`src/rtl/cpu_pkg.sv`:
```
// Shared CPU front-end constants and small elaboration helpers.
package cpu_pkg;

    localparam int unsigned DEFAULT_DATA_WIDTH = 32;
    localparam logic [31:0] DEFAULT_RESET_PC   = 32'h0000_0000;
    localparam logic [31:0] NOP_INST           = 32'h0000_0013;

    // Bits needed to hold a count in 0..depth inclusive.
    function automatic int unsigned cnt_width(input int unsigned depth);
        return $clog2(depth + 1);
    endfunction

endpackage

```
`src/rtl/fq_ring_buffer.sv`:
```
// In-order ring buffer for fetched {pc, inst} entries with push, pop and clear.
module fq_ring_buffer
    import cpu_pkg::*;
#(
    parameter  int unsigned WIDTH = 64,
    parameter  int unsigned DEPTH = 4,
    localparam int unsigned PW    = $clog2(DEPTH),
    localparam int unsigned CW    = cnt_width(DEPTH)
) (
    input  logic             clk,
    input  logic             rstn,
    input  logic             clear,
    input  logic             push,
    input  logic [WIDTH-1:0] push_data,
    input  logic             pop,
    output logic [WIDTH-1:0] head_data,
    output logic [CW-1:0]    count,
    output logic             empty
);

    logic [WIDTH-1:0] mem_q [DEPTH];
    logic [WIDTH-1:0] mem_d [DEPTH];
    logic [PW-1:0]    head_q, head_d;
    logic [PW-1:0]    tail_q, tail_d;
    logic [CW-1:0]    count_q, count_d;
    logic             full;
    logic             do_push;
    logic             do_pop;

    assign full    = (count_q == CW'(DEPTH));
    assign empty   = (count_q == '0);
    assign do_push = push & ~clear;
    assign do_pop  = pop & ~clear & ~empty;

    // Pointers wrap naturally since DEPTH is a power of two.
    always_comb begin
        mem_d   = mem_q;
        head_d  = head_q;
        tail_d  = tail_q;
        count_d = count_q;
        if (clear) begin
            head_d  = '0;
            tail_d  = '0;
            count_d = '0;
        end else begin
            if (do_push) begin
                mem_d[tail_q] = push_data;
                tail_d        = tail_q + PW'(1);
            end
            if (do_pop) begin
                head_d = head_q + PW'(1);
            end
            count_d = count_q + CW'(do_push) - CW'(do_pop);
        end
    end

    always_ff @(posedge clk) begin
        if (!rstn) begin
            head_q  <= '0;
            tail_q  <= '0;
            count_q <= '0;
        end else begin
            head_q  <= head_d;
            tail_q  <= tail_d;
            count_q <= count_d;
        end
    end

    // Payload storage needs no reset; validity is tracked by count_q.
    always_ff @(posedge clk) begin
        mem_q <= mem_d;
    end

    assign head_data = mem_q[head_q];
    assign count     = count_q;

    // The issue credit rule must keep a full buffer from ever receiving a push.
    a_no_overflow: assert property (@(posedge clk) disable iff (!rstn)
        !(push && !clear && full && !pop));

endmodule

```
`src/rtl/fetch_queue.sv`:
```
// Instruction fetch front end: credit-limited sequential issue, in-order response
// buffering and redirect handling with stale-response dropping.
module fetch_queue
    import cpu_pkg::*;
#(
    parameter int unsigned          DATA_WIDTH = DEFAULT_DATA_WIDTH,
    parameter int unsigned          DEPTH      = 4,
    parameter logic [DATA_WIDTH-1:0] RESET_PC  = DATA_WIDTH'(DEFAULT_RESET_PC)
) (
    input  logic                  clk,
    input  logic                  rstn,
    input  logic                  redirect,
    input  logic [DATA_WIDTH-1:0] redirect_pc,
    input  logic                  pop,
    output logic                  out_valid,
    output logic [DATA_WIDTH-1:0] out_pc,
    output logic [DATA_WIDTH-1:0] out_pc_plus_4,
    output logic [DATA_WIDTH-1:0] out_inst,
    output logic                  imem_req,
    output logic [DATA_WIDTH-1:0] imem_addr,
    input  logic                  imem_ready,
    input  logic                  imem_rvalid,
    input  logic [DATA_WIDTH-1:0] imem_rdata
);

    localparam int unsigned CW = cnt_width(DEPTH);
    localparam int unsigned SW = CW + 1;
    localparam int unsigned EW = 2 * DATA_WIDTH;

    logic [DATA_WIDTH-1:0] fetch_pc_q, fetch_pc_d;
    logic [DATA_WIDTH-1:0] resp_pc_q, resp_pc_d;
    logic [CW-1:0]         inflight_q, inflight_d;
    logic [CW-1:0]         drop_q, drop_d;
    logic [CW-1:0]         rb_count;
    logic                  rb_empty;
    logic [EW-1:0]         rb_head;
    logic [SW-1:0]         credits_used;
    logic                  xfer;
    logic                  rb_push;
    logic                  rb_pop;

    // Slots already claimed: buffered entries plus responses that will survive.
    assign credits_used = SW'(rb_count) + SW'(inflight_q) - SW'(drop_q);
    assign imem_req     = rstn & ~redirect & (inflight_q < CW'(DEPTH))
                        & (credits_used < SW'(DEPTH));
    assign imem_addr    = fetch_pc_q;
    assign xfer         = imem_req & imem_ready;
    assign rb_push      = imem_rvalid & ~redirect & (drop_q == '0);
    assign rb_pop       = pop & ~redirect;

    // Surviving responses are sequential from the last restart, so a counter
    // tracks the pc of the next response instead of a tag FIFO.
    always_comb begin
        fetch_pc_d = fetch_pc_q;
        resp_pc_d  = resp_pc_q;
        drop_d     = drop_q;
        inflight_d = inflight_q + CW'(xfer) - CW'(imem_rvalid);
        if (redirect) begin
            fetch_pc_d = redirect_pc;
            resp_pc_d  = redirect_pc;
            drop_d     = inflight_q - CW'(imem_rvalid);
        end else begin
            if (xfer) begin
                fetch_pc_d = fetch_pc_q + DATA_WIDTH'(4);
            end
            if (imem_rvalid) begin
                if (drop_q != '0) begin
                    drop_d = drop_q - CW'(1);
                end else begin
                    resp_pc_d = resp_pc_q + DATA_WIDTH'(4);
                end
            end
        end
    end

    always_ff @(posedge clk) begin
        if (!rstn) begin
            fetch_pc_q <= RESET_PC;
            resp_pc_q  <= RESET_PC;
            inflight_q <= '0;
            drop_q     <= '0;
        end else begin
            fetch_pc_q <= fetch_pc_d;
            resp_pc_q  <= resp_pc_d;
            inflight_q <= inflight_d;
            drop_q     <= drop_d;
        end
    end

    fq_ring_buffer #(
        .WIDTH (EW),
        .DEPTH (DEPTH)
    ) u_rb (
        .clk       (clk),
        .rstn      (rstn),
        .clear     (redirect),
        .push      (rb_push),
        .push_data ({resp_pc_q, imem_rdata}),
        .pop       (rb_pop),
        .head_data (rb_head),
        .count     (rb_count),
        .empty     (rb_empty)
    );

    assign out_valid     = ~rb_empty;
    assign out_pc        = rb_head[EW-1:DATA_WIDTH];
    assign out_inst      = rb_head[DATA_WIDTH-1:0];
    assign out_pc_plus_4 = out_pc + DATA_WIDTH'(4);

endmodule
```
`config.mk`:
```
export PLATFORM = sky130hd
export DESIGN_NAME = fetch_queue
export DESIGN_NICKNAME = d
export VERILOG_FILES = /design/src/rtl/cpu_pkg.sv /design/src/rtl/fq_ring_buffer.sv /design/src/rtl/fetch_queue.sv
export SDC_FILE = /design/constraint.sdc
export NUM_CORES = 1
export LEC_CHECK = 0
export BUFFER_PORTS_ARGS = -buffer_cell sky130_fd_sc_hd__buf_2
export CORE_MARGIN = 8
export CORE_UTILIZATION = 52
export DETAILED_ROUTE_END_ITERATION = 10
export PLACE_DENSITY = 0.78
export SETUP_SLACK_MARGIN = 0.4
export SLEW_MARGIN = 20
export SYNTH_ARGS = -nofsm -noshare
export SYNTH_HDL_FRONTEND = slang
export SYNTH_HIERARCHICAL = 1
export SYNTH_SLANG_ARGS = --single-unit
```
`constraint.sdc`:
```
create_clock -name clk -period 3.7 [get_ports clk]
set_input_delay 0.185 -clock clk [delete_from_list [all_inputs] [get_ports clk]]
set_output_delay 0.185 -clock clk [all_outputs]
set_load 0.01 [all_outputs]
```
# [After elaboration in Yosys (flattened, before gate mapping)]
# Index checks and enable logic that the tools add are counted.
[totals] regBits=333 in_bits=70 out_inout_bits=130 word_cells=70
[op_classes] add_sub_neg=13 magnitude_cmp=5 eq_ne=1 mux=14 bitwise=15 reduce_logical=11
[ops] operator="$bwmux 256" n=1
[ops] operator="$mux 64" n=3
[ops] operator="$mux 32" n=5
[ops] operator="$bmux 64 s2" n=1
[ops] operator="$demux 64 s2" n=1
[ops] operator="$add 32x3->32 const B" n=3
[ops] operator="$and 1x1->1" n=10
[ops] operator="$mux 3" n=3
[ops] operator="$sub 3x1->3" n=3
[ops] operator="$add 3x1->3" n=2
[ops] operator="$ge 3x3->1 const B" n=2
[ops] operator="$logic_not 3->1" n=2
[ops] operator="$not 2->3" n=2
[ops] operator="$reduce_and 2->1" n=3
[ops] operator="$reduce_bool 2->1" n=3
[ops] operator="$add 2x1->2 const B" n=2
[ops] operator="$add 3x3->4" n=1
[ops] operator="$lt 4x3->1 const B" n=1
[ops] operator="$sub 4x3->4" n=1
[ops] operator="$lt 3x1->1 const B" n=1
[ops] operator="$lt 3x3->1 const B" n=1
[ops] operator="$not 1->1" n=3
[ops] operator="$reduce_bool 3->1" n=1
[ops] operator="$sub 3x1->3 const B" n=1
[ops] operator="other kinds (3)" n=3

# [Longest topological paths before layout]
[logic_depth] word_depth=7 ltp_mapped=16 ltp_nobuf=16

# [Hierarchy]
# The synthesis kept the hierarchy.
[modules_own_cells] mod="fq_ring_buffer" instances=1 cells_each=381 area_per_inst_um2=9731.8 seq_area_each_um2=7827.5
[modules_own_cells] mod="fetch_queue" instances=1 cells_each=521 area_per_inst_um2=4297.9 seq_area_each_um2=1401.3

# [Least setup slack after synthesis]
# Ideal clock, no wire load.
[synth_path] kind="register -> register" from="register inflight_q[1]" to="register inflight_q[2]" setup_time_ps=115 arrival_time_ps=3337 required_time_ps=3585 path_slack_ps=248 stages_incl_launch_ff=17 n_path_buf=0 path_cell_list="dfxtp_1 > inv_1 > fa_1 > inv_1 > ha_1 > and3b_1 > nor4_4 > o21a_1 > inv_2 > ha_1 > inv_1 > ha_1 > inv_1 > fa_1 > xnor2_1 > xnor2_1 > and2_1"
[synth_via] elab_chain_cells=7 elab_cells_between_ends=9
[synth_rtl] element="from (decl)" line_no="fetch_queue.sv:32" rtl="logic [CW-1:0] inflight_q, inflight_d;"
[synth_rtl] element="from (signal assigned)" line_no="fetch_queue.sv:85" rtl="inflight_q <= inflight_d;"
[synth_rtl] element="$add 3x3->4" line_no="fetch_queue.sv:43" rtl="assign credits_used = SW'(rb_count) + SW'(inflight_q) - SW'(drop_q);"
[synth_rtl] element="$sub 4x3->4" line_no="fetch_queue.sv:43"
[synth_rtl] element="$lt 4x3->1" line_no="fetch_queue.sv:45" rtl="& (credits_used < SW'(DEPTH));"
[synth_rtl] element="$and 1x1->1" line_no="fetch_queue.sv:45"
[synth_rtl] element="$and 1x1->1" line_no="fetch_queue.sv:47" rtl="assign xfer = imem_req & imem_ready;"
[synth_rtl] element="$add 3x1->3 *" line_no="fetch_queue.sv:57" rtl="inflight_d = inflight_q + CW'(xfer) - CW'(imem_rvalid);"
[synth_rtl] element="$sub 3x1->3 *" line_no="fetch_queue.sv:57"
# Every way passes the cells marked *; elsewhere a longest branch is shown, timed or not.
# A chain may end at the register's enable or synchronous reset.

# [Final worst setup path]
[layout_path] from="register u_rb.count_q[1] (netlist: u_rb/count[1])" to="register inflight_q[2]"
[layout_via] elab_chain_cells=7
[layout_rtl] element="from (decl)" line_no="fq_ring_buffer.sv:25" rtl="logic [CW-1:0] count_q, count_d;"
[layout_rtl] element="from (signal assigned)" line_no="fq_ring_buffer.sv:65" rtl="count_q <= count_d;"
[layout_rtl] element="$add 3x3->4" line_no="fetch_queue.sv:43"
[layout_rtl] element="$sub 4x3->4" line_no="fetch_queue.sv:43"
[layout_rtl] element="$lt 4x3->1" line_no="fetch_queue.sv:45"
[layout_rtl] element="$and 1x1->1" line_no="fetch_queue.sv:45"
[layout_rtl] element="$and 1x1->1" line_no="fetch_queue.sv:47"
[layout_rtl] element="$add 3x1->3" line_no="fetch_queue.sv:57"
[layout_rtl] element="$sub 3x1->3" line_no="fetch_queue.sv:57"
# No other way between the ends.

==> flow_metrics.env <==
export IMPL_status="complete, no violations"
export IMPL_rrSetupSlack_ns=0.38
export IMPL_wl_met1_mm=13.42
export IMPL_crit_fanout=4
export IMPL_layout_common_cells="edfxtp_1 (256), buf_2 (199), dfxtp_1 (72), mux4_2 (61), xnor2_1 (43)"
export IMPL_drive_above_1_share=0.3197
export IMPL_ant_nets=0
export IMPL_setup_violations=0
export IMPL_crit_path_end_kind="flip-flop"
export IMPL_hpwl_mm=20.59
export IMPL_arrival_ns=3.72
export IMPL_clk_pin_slew_ns=0.06
export IMPL_syn_area_mm2=0.01403
export IMPL_vias_per_cell=5.667
export IMPL_dr_total_vias=8722
export IMPL_startpoint_type="flip-flop"
export IMPL_grt_use_total=0.1883
export IMPL_cts_buffers=35
export IMPL_coreArea_mm2=0.02673
export IMPL_synth_ff_type="edfxtp_1"
export IMPL_ys_seq_area_frac=0.6578
export IMPL_synth_avg_cell_area_um2=15.55
export IMPL_hold_viol_final=0
export IMPL_required_ns=4.09
export IMPL_powerDensity_mw_per_mm2=485.7
export IMPL_fin_worst_skew_ns=0.01516
export IMPL_grt_setup_unrepaired="yes"
export IMPL_cpMostUsedCell="inv_2"
export IMPL_globalplace_congestion=0.8238
export IMPL_drt_wl_total_mm=31.07
export IMPL_syn_num_nets=994
export IMPL_grt_pass1_vias=8928
export IMPL_io_pins=200
export IMPL_grt_pass1_wl_mm=49.22
export IMPL_final_common_cell="edfxtp_1"
export IMPL_slew_headroom=0.3903
export IMPL_hold_slack_ns=0.03314
export IMPL_die_area_mm2=0.03249
export IMPL_grt_start_max_net_pins=87
export IMPL_p_leak_nw=6.015
export IMPL_post_route_min_period_ns=3.325
export IMPL_cp_slowest_stage_delay_ns=0.53
export IMPL_max_cap_violations=0
export IMPL_post_route_cell_area_mm2=0.01711
export IMPL_syn2layout_area_growth_pct=21.93
export IMPL_fin_crit_sh=0.8986
export IMPL_die_width_um=180.3
export IMPL_clkSinkCount=333
export IMPL_synth_edff_count=256
export IMPL_antenna_found_initial=0
export IMPL_final_util=0.6401
export IMPL_cp_slowest_cell="fa_1"
export IMPL_met2RoutedLength_mm=14.86
export IMPL_start_util=0.5250
export IMPL_critPathTopFamily="adder cells"
export IMPL_hold_class="primary input to flip-flop"
export IMPL_cts_tree="done"
export IMPL_dpl_instance_area_mm2=0.01539
export IMPL_crit_chain="inv_2, fa_1, inv_1, ha_1, and3b_2, o211a_4, o21a_1, inv_2, ha_4, inv_2, ha_4, inv_2, fa_2, xnor2_2, xnor2_1, and2_1"
export IMPL_fmax_ghz=0.3008
export IMPL_finalNetCount=1264
export IMPL_vdd_ir_drop_max_uv=368.8
export IMPL_synthArstFlopShare=0
export IMPL_clock_path_buffers=3
export IMPL_cts_root_buffer="clkbuf_16"
export IMPL_portBuffers=199
export IMPL_h_tree_depth=2
export IMPL_top_layer_used="met4"
export IMPL_drt_first_pass_iters=5
export IMPL_synth_cells=902
export IMPL_drt_wirelength_per_cell_um=20.19
export IMPL_yosys_warnings=6
export IMPL_path_buf_inv=5
export IMPL_setup_tns_ns=0
export IMPL_maxSlewViolCount=0
export IMPL_tightest_slew_ns=0.9137
export IMPL_fp_row_count=60
export IMPL_met3_length_mm=2.339
export IMPL_crit_type="flip-flop to flip-flop"
export IMPL_drc=0
export IMPL_antennaDiodeCount=0
export IMPL_overflow=0
export IMPL_clock_latency_ns=0.50
export IMPL_fill_cells=1951
export IMPL_yosysUniqueCellTypes=60
export IMPL_ys_ff_latch=333
export IMPL_drtIter0Drc=527
export IMPL_die_y_um=180.3
worst min-delay path: stages:
cell     delay [ns]
buf_2          0.08
o21ai_0        0.10
a21oi_1        0.12
layout make-up:
type / count / area (um2) / share of cell area
flip-flops and latches: 333 / 9245 / 0.5404
multi-input cells: 495 / 4471 / 0.2613
repair buffers: 272 / 1723 / 0.1007
clock buffers: 48 / 977.2 / 0.05712
well taps: 341 / 426.7 / 0.02494
clock inverters: 15 / 132.6 / 0.007753
inverters: 35 / 131.4 / 0.007680
synth_stat cells, types with 18 or more instances:
cell type / number / share of area
edfxtp_1: 256 / 0.55
dfxtp_1: 77 / 0.11
mux4_2: 61 / 0.098
xnor2_1: 44 / 0.027
o21ai_0: 42 / 0.015
nand2_1: 38 / 0.010
a21oi_1: 35 / 0.012
inv_1: 34 / 0.0091
nor2_1: 30 / 0.0080
nand3_1: 24 / 0.0086
xor2_1: 24 / 0.015
clkbuf_1: 20 / 0.0054
nand4_1: 20 / 0.0089
nor3_1: 20 / 0.0071
ha_1: 18 / 0.016
state kept, by name, indices dropped and copies added, names as in the netlist:
register     count
u_rb/mem_q     256
imem_addr       32
resp_pc_q       32
drop_q           3
inflight_q       3
u_rb/count       3
u_rb/head_q      2
u_rb/tail_q      2
through the flow:
| stage | setup WS [ns] | std cells | power (mW) |
|---|---|---|---|
| finish | 0.3752 | 1539 | 8.308 |
| global route | 0.2910 | 1539 | 8.616 |
| CTS | 0.4005 | 1531 | 8.350 |
| detailed placement | 0.2380 | 1421 | 4.944 |
| global placement | 0.3039 | 1421 | 4.918 |
| floorplan | 0.3204 | 902 | 4.693 |
metal layers:
layer	vias up	track usage
met2	330	0.3087
met4	0	0.04200
met5	-	0
met1	4289	0.2526
met3	38	0.04516
li1	4065	-
what timing repair did:
item,CTS,global route
endpoints found under the hold margin,132,0
pin swaps,4,6
resized for setup,5,14
hold buffers,34,0
setup buffers,13,8
setup endpoints to repair,18,10
worst paths after layout:
| check | start | to | depth (start not counted) |
|---|---|---|---|
| worst min register to register | imem_addr[1]$_SDFFE_PN0P_ | imem_addr[1]$_SDFFE_PN0P_ | 2 |
| worst max register to register | u_rb/count[1]$_SDFF_PP0_ | inflight_q[2]$_SDFF_PN0_ | 16 |
| worst max-delay path | u_rb/count[1]$_SDFF_PP0_ | inflight_q[2]$_SDFF_PN0_ | 16 |
| worst min-delay path | redirect_pc[25] | resp_pc_q[25]$_SDFFE_PN0P_ | 3 |
cells by family after synthesis:
| family | Yosys count | synth area share |
|---|---|---|
| AOI/OAI and AO/OA | 127 | 0.05520 |
| adders and majority gates | 22 | 0.02176 |
| xor gates and xnor gates | 69 | 0.04414 |
| and+or+nand+nor | 208 | 0.08660 |
| buffers and inverters | 74 | 0.02738 |
| DFF | 333 | 0.6578 |
| muxes | 69 | 0.1071 |
power breakdown:
| group | internal, mW | switching [mW] | leakage [nW] |
|---|---|---|---|
| Sequential | 4.13 | 0.116 | 2.97 |
| Clock | 2.00 | 1.36 | 0.539 |
| Combinational | 0.328 | 0.378 | 2.51 |
| Total | 6.46 | 1.85 | 6.01 |
Power figures use the tool's default switching activity.
